## src/rtl/mem_port_arbiter.sv

```systemverilog
// ---------------------------------------------------------------------------
// mem_port_arbiter
//   Shares one single-ported unified memory between the instruction-fetch
//   port and the load/store data port of a 5-stage RV32I pipeline.
//   Data requests win over fetch requests (the MEM-stage instruction is
//   older). Each access is sequenced through IDLE -> FETCH/DATA/MISAL -> IDLE.
//   Stores get byte strobes and lane-replicated data; loads are shifted and
//   sign/zero extended. A stuck memory is aborted after TIMEOUT_CYCLES
//   request cycles and flagged with bus_err_o.
//
// Ports
//   clk_i, rst_i            clock, synchronous active-high reset
//   if_req_i/if_addr_i      fetch request and address
//   if_rdata_o/if_valid_o   fetched word and one-cycle completion pulse
//   d_req_i, d_we_i, d_addr_i, d_wdata_i, d_store_type_i, d_load_type_i
//                           load/store request and attributes
//   d_rdata_o/d_valid_o     extended load data and one-cycle completion pulse
//   d_misalign_o            qualifies d_valid_o: access refused as misaligned
//   bus_err_o               one-cycle timeout flag, with the owner's valid
//   mem_req_o, mem_we_o, mem_addr_o, mem_wdata_o, mem_wstrb_o
//                           registered memory request bus
//   mem_rdata_i/mem_ready_i memory read data and completion
// ---------------------------------------------------------------------------
module mem_port_arbiter #(
    parameter int TIMEOUT_CYCLES = 64,
    parameter int CNT_W          = 7
) (
    input  logic        clk_i,
    input  logic        rst_i,
    input  logic        if_req_i,
    input  logic [31:0] if_addr_i,
    output logic [31:0] if_rdata_o,
    output logic        if_valid_o,
    input  logic        d_req_i,
    input  logic        d_we_i,
    input  logic [31:0] d_addr_i,
    input  logic [31:0] d_wdata_i,
    input  logic [1:0]  d_store_type_i,
    input  logic [2:0]  d_load_type_i,
    output logic [31:0] d_rdata_o,
    output logic        d_valid_o,
    output logic        d_misalign_o,
    output logic        bus_err_o,
    output logic        mem_req_o,
    output logic        mem_we_o,
    output logic [31:0] mem_addr_o,
    output logic [31:0] mem_wdata_o,
    output logic [3:0]  mem_wstrb_o,
    input  logic [31:0] mem_rdata_i,
    input  logic        mem_ready_i
);

    typedef enum logic [1:0] {
        S_IDLE  = 2'd0,
        S_FETCH = 2'd1,
        S_DATA  = 2'd2,
        S_MISAL = 2'd3
    } state_t;

    localparam logic [1:0] SZ_BYTE = 2'd0;
    localparam logic [1:0] SZ_HALF = 2'd1;
    localparam logic [1:0] SZ_WORD = 2'd2;

    state_t             state_q;
    logic [CNT_W-1:0]   cnt_q;
    logic [31:0]        if_rdata_q;
    logic               if_valid_q;
    logic [31:0]        d_rdata_q;
    logic               d_valid_q;
    logic               d_misalign_q;
    logic               bus_err_q;
    logic               mem_req_q;
    logic               mem_we_q;
    logic [31:0]        mem_addr_q;
    logic [31:0]        mem_wdata_q;
    logic [3:0]         mem_wstrb_q;

    logic [1:0]         st_size_s;
    logic [1:0]         ld_size_s;
    logic [1:0]         acc_size_s;
    logic               misal_d;
    logic [31:0]        wdata_d;
    logic [3:0]         wstrb_d;
    logic [31:0]        shifted_s;
    logic [31:0]        ld_data_d;
    logic               pulse_s;
    logic               timeout_s;

    // Decode access size, misalignment, store lanes and load extraction
    always_comb begin
        st_size_s  = SZ_WORD;
        ld_size_s  = SZ_WORD;
        misal_d    = 1'b0;
        wdata_d    = d_wdata_i;
        wstrb_d    = 4'b1111;
        shifted_s  = mem_rdata_i >> {d_addr_i[1:0], 3'b000};
        ld_data_d  = shifted_s;

        case (d_store_type_i)
            2'b01:   st_size_s = SZ_HALF;
            2'b10:   st_size_s = SZ_BYTE;
            default: st_size_s = SZ_WORD;
        endcase

        case (d_load_type_i)
            3'b001, 3'b011: ld_size_s = SZ_HALF;
            3'b010, 3'b111: ld_size_s = SZ_BYTE;
            default:        ld_size_s = SZ_WORD;
        endcase

        acc_size_s = d_we_i ? st_size_s : ld_size_s;

        case (acc_size_s)
            SZ_HALF: misal_d = d_addr_i[0];
            SZ_WORD: misal_d = |d_addr_i[1:0];
            default: misal_d = 1'b0;
        endcase

        case (st_size_s)
            SZ_BYTE: begin
                wdata_d = {4{d_wdata_i[7:0]}};
                wstrb_d = 4'b0001 << d_addr_i[1:0];
            end
            SZ_HALF: begin
                wdata_d = {2{d_wdata_i[15:0]}};
                wstrb_d = d_addr_i[1] ? 4'b1100 : 4'b0011;
            end
            default: begin
                wdata_d = d_wdata_i;
                wstrb_d = 4'b1111;
            end
        endcase

        case (d_load_type_i)
            3'b001:  ld_data_d = {{16{shifted_s[15]}}, shifted_s[15:0]};
            3'b010:  ld_data_d = {{24{shifted_s[7]}},  shifted_s[7:0]};
            3'b011:  ld_data_d = {16'h0000, shifted_s[15:0]};
            3'b111:  ld_data_d = {24'h000000, shifted_s[7:0]};
            default: ld_data_d = shifted_s;
        endcase
    end

    // The cycle carrying a completion pulse is a dead IDLE cycle: requests
    // still high from the just-finished access must not be re-accepted.
    assign pulse_s   = if_valid_q | d_valid_q;
    assign timeout_s = (cnt_q == CNT_W'(TIMEOUT_CYCLES - 1));

    // Arbitration FSM with all outputs registered
    always_ff @(posedge clk_i) begin
        if (rst_i) begin
            state_q      <= S_IDLE;
            cnt_q        <= '0;
            if_rdata_q   <= 32'h0000_0000;
            if_valid_q   <= 1'b0;
            d_rdata_q    <= 32'h0000_0000;
            d_valid_q    <= 1'b0;
            d_misalign_q <= 1'b0;
            bus_err_q    <= 1'b0;
            mem_req_q    <= 1'b0;
            mem_we_q     <= 1'b0;
            mem_addr_q   <= 32'h0000_0000;
            mem_wdata_q  <= 32'h0000_0000;
            mem_wstrb_q  <= 4'b0000;
        end else begin
            if_valid_q   <= 1'b0;
            d_valid_q    <= 1'b0;
            d_misalign_q <= 1'b0;
            bus_err_q    <= 1'b0;
            case (state_q)
                S_IDLE: begin
                    if (!pulse_s && d_req_i) begin
                        if (misal_d) begin
                            state_q <= S_MISAL;
                        end else begin
                            state_q     <= S_DATA;
                            cnt_q       <= '0;
                            mem_req_q   <= 1'b1;
                            mem_we_q    <= d_we_i;
                            mem_addr_q  <= d_addr_i & 32'hFFFF_FFFC;
                            mem_wdata_q <= d_we_i ? wdata_d : 32'h0000_0000;
                            mem_wstrb_q <= d_we_i ? wstrb_d : 4'b0000;
                        end
                    end else if (!pulse_s && if_req_i) begin
                        state_q     <= S_FETCH;
                        cnt_q       <= '0;
                        mem_req_q   <= 1'b1;
                        mem_we_q    <= 1'b0;
                        mem_addr_q  <= if_addr_i & 32'hFFFF_FFFC;
                        mem_wdata_q <= 32'h0000_0000;
                        mem_wstrb_q <= 4'b0000;
                    end else begin
                        state_q <= S_IDLE;
                    end
                end
                S_FETCH, S_DATA: begin
                    if (mem_ready_i || timeout_s) begin
                        // Normal completion wins over a same-cycle timeout.
                        state_q     <= S_IDLE;
                        mem_req_q   <= 1'b0;
                        mem_we_q    <= 1'b0;
                        mem_wstrb_q <= 4'b0000;
                        bus_err_q   <= ~mem_ready_i;
                        if (state_q == S_FETCH) begin
                            if_valid_q <= 1'b1;
                            if_rdata_q <= mem_ready_i ? mem_rdata_i : 32'h0000_0000;
                        end else begin
                            d_valid_q <= 1'b1;
                            d_rdata_q <= (mem_ready_i && !mem_we_q) ? ld_data_d
                                                                     : 32'h0000_0000;
                        end
                    end else begin
                        cnt_q <= cnt_q + CNT_W'(1);
                    end
                end
                S_MISAL: begin
                    state_q      <= S_IDLE;
                    d_valid_q    <= 1'b1;
                    d_misalign_q <= 1'b1;
                    d_rdata_q    <= 32'h0000_0000;
                end
                default: begin
                    state_q   <= S_IDLE;
                    mem_req_q <= 1'b0;
                end
            endcase
        end
    end

    assign if_rdata_o   = if_rdata_q;
    assign if_valid_o   = if_valid_q;
    assign d_rdata_o    = d_rdata_q;
    assign d_valid_o    = d_valid_q;
    assign d_misalign_o = d_misalign_q;
    assign bus_err_o    = bus_err_q;
    assign mem_req_o    = mem_req_q;
    assign mem_we_o     = mem_we_q;
    assign mem_addr_o   = mem_addr_q;
    assign mem_wdata_o  = mem_wdata_q;
    assign mem_wstrb_o  = mem_wstrb_q;

endmodule

```

## config.mk

```make
export PLATFORM = sky130hd
export DESIGN_NAME = mem_port_arbiter
export DESIGN_NICKNAME = d
export VERILOG_FILES = /design/src/rtl/mem_port_arbiter.sv
export SDC_FILE = /design/constraint.sdc
export NUM_CORES = 1
export LEC_CHECK = 0
export BUFFER_PORTS_ARGS = -buffer_cell sky130_fd_sc_hd__buf_2
export CAP_MARGIN = 15
export CORE_MARGIN = 3
export CORE_UTILIZATION = 38
export DETAILED_ROUTE_END_ITERATION = 12
export GPL_TIMING_DRIVEN = 0
export PLACE_DENSITY_LB_ADDON = 0.12
export SYNTH_ARGS = -nofsm -noshare
export SYNTH_HDL_FRONTEND = slang
export SYNTH_SLANG_ARGS = --single-unit
```

## constraint.sdc

```tcl
create_clock -name clk_i -period 3.38 [get_ports clk_i]
set_input_delay 0.845 -clock clk_i [delete_from_list [all_inputs] [get_ports clk_i]]
set_output_delay 0.845 -clock clk_i [all_outputs]
set_load 0.01 [all_outputs]
```

==> impl_results.md <==
- Clock tree buffer depth: 2
- Root buf cell: clkbuf_16
- DR DRC count: 0
- DIE AREA: around 19000 um^2
- Num rows: 48
- Synth top area share: 0.431
- Die height: about 140 um
- Core area: 17300 um^2
- Worst vdd ir: between 0.3 and 0.4 mV
- Worst setup EP type: register
- Fin. max-slew vios: 0
- Post-place setup slack: -876 ps
- Tot GR Track Use: 0.226
- Synth top cells by count: nand2_1, dfxtp_1, nor2_1
- WP data required: 3740 ps
- Post-synth ARST share: 0
- Avg Cell Area, Syn: about 8.6 um^2
- First-pass GRT wire length: roughly 35000 um
- Most numerous cell in the Yosys netlist: nand2_1
- TritonRoute pass-1 iters: 5
- Reg clk slew, reported paths: around 60 ps
- Nets: 1219
- Fillers: around 1800
- Synth cell types: between 60 and 70
- Avg WL per Cell: 17.5 um
- Port buffer count: around 270
- Pin count of the biggest net entering global routing: 17
- GRT overflow: 0
- Vias in the first global route: between 6000 and 7000
- Die X: 139 um
- Critical Path Start Type: input port
- Least-Margin Pin Slew: 773 ps
- Final Critical Period: 3170 ps
- Outcome: finished clean
- Number of max-cap violations: 0
- Hold Buf Count CTS: 0
- # clock sinks: between 100 and 150
- DR vias/cell: about 5.3
- Final WL: between 20000 and 25000 um
- Final Cell Area: between 8000 and 9000 um^2
- Post-synth top flop: dfxtp_1
- Post-DP HPWL: roughly 17000 um
- Initial antenna violation count: 1
- CP arrival: 3530 ps
- H-tree Lvls: 4
- P per Cell Area: between 500 and 600 nW/um^2
- Synth area leaders: dfxtp_1, nand2_1, mux2i_1
- Final setup fails: 0
- Initial core utilization: 0.389
- Synth area leader: dfxtp_1
- Post-route worst setup slack: 210 ps
- Placed Area: between 8000 and 9000 um^2
- LEAKAGE: 4.05 nW
- Num CTS Buffers: 17
- Crit Path Class: input port to register
- Worst reg-to-reg path cell count: 9
- DR iter-0 viols: roughly 430
- CTS tree: done
- Max-slew headroom: 0.480
- Ys Warns: 0
- Flop and latch count out of synthesis: roughly 150
- Placed Cells: roughly 1300
- Worst hold path class: register to register
- Crit-path max FO: 10
- Final Util: 0.518
- Fmax: between 0.3 and 0.4 GHz
- Post-route setup TNS: 0 ps
- Cells after Synth: just under 800
- Area Overhead vs Synth: 33.2%
- Setup Skew: 8.25 ps
- Worst hold margin: between 400 and 500 ps
- GP Congestion: a little under 0.9
- Layout cell share with drive strength beyond 1: 0.326
- Fin crit share: 0.938
- DRT antenna net count: 0
- Top-Level Pins: between 200 and 300
- Post-synthesis sequential area ratio: 0.431
- Vias: 6931
- Unrepaired setup endpoints after global routing: no
- Mapped cell area: ~6700 um^2
- Tot Pwr: between 4 and 5 mW
- Fin. Hold Viols: 0
- Post-synth EDFFs: 0
- Post-Layout Cell Count: roughly 1300
- Clk_lat worst skew: 420 ps
- Hold path cells: 2
## cell usage in the layout (no fill, tap or decap), types with 4 or more instances in the layout
cell type  Yosys  routed
a221o_1        8       8
mux2i_1       32      32
o21ai_0       17      17
nand4_1       34      34
clkbuf_16      0      17
a311oi_1      30      30
a21oi_1       46      45
a22o_1         9       9
nor2b_1        6       6
o2bb2ai_1     12      12
clkbuf_1      46      45
nor2_1        65      64
dfxtp_1      145     145
a21o_1         4       4
clkinv_2       0       5
inv_1         14      14
nand2_1      155     155
a22oi_1        6       6
a31oi_1        8       8
a22oi_2       10      10
nand2b_1      23      23
a32oi_1        7       7
buf_4          3       6
a32o_1        16      16
ha_1          10       9
nor2_2         3       4
buf_2         14     282
## final timing paths
kind                    end              start  slack (ps)
min reg2reg  if_rdata_o[29]     if_rdata_o[29]         450
max reg2reg   d_rdata_o[14]         state_q[0]         800
max          mem_wdata_o[8]  d_store_type_i[0]         210
min          if_rdata_o[29]     if_rdata_o[29]         450
## state kept, by name (all words and copies together), names as in the netlist
signal and cells:
d_rdata_o 32, if_rdata_o 32, mem_wdata_o 32, mem_addr_o 30, cnt_q 7, mem_wstrb_o 4
state_q 2, bus_err_o 1, d_misalign_o 1, d_valid_o 1, if_valid_o 1, mem_req_o 1
mem_we_o 1
## worst max-delay path: stages
cell,delay [ps]
buf_2,100
inv_1,70
ha_4,340
clkbuf_4,240
buf_4,230
a21o_1,160
inv_1,50
ha_1,170
nand2_1,160
a21oi_2,140
nor4b_4,330
nor2b_1,170
buf_2,200
buf_6,170
a32o_1,160
## power by group
part	leakage (nW)	switching [mW]	internal, mW
clock network	0.270	0.741	1.06
logic	2.60	0.590	0.367
registers	1.18	0.0618	1.83
## per-layer routing
layer | GRT usage | up-vias | part of all wire | routed length, um
met1 | 0.318 | 3271 | 0.47 | 10600
met2 | 0.353 | 247 | 0.46 | 10400
met5 | 0 | - | 0 | 0
li1 | - | 3390 | - | -
met4 | 0.0556 | 0 | 0.013 | 308
met3 | 0.0514 | 23 | 0.064 | 1470
## area by class of cell
type                       count  area, um^2  share of cell area
buffer                        67         312              0.0348
clock inverter                10        86.3             0.00963
sequential                   145        2900               0.324
inverter                      15        56.3             0.00628
clock buffer                  21         470              0.0525
tap                          225         282              0.0314
timing repair buffer         271        1360               0.152
multi-input combinational    553        3490               0.390
antenna                        1        2.50            0.000279
## cell families after synthesis
group / synth area share
and+or+nand+nor: 0.215
AOI/OAI and AO/OA: 0.225
DFF: 0.431
buffers and inverters: 0.0541
muxes: 0.0526
adders and majority gates: 0.0186
xor gates and xnor gates: 0.00260
other: 0.000557
## repair_timing
action	4_1_cts	5_1_grt
endpoints found under the setup margin	72	41
buffers inserted	0	2
pin swaps	0	1
resized for setup	4	3
Note: power is estimated with default switching activity, not from simulation.
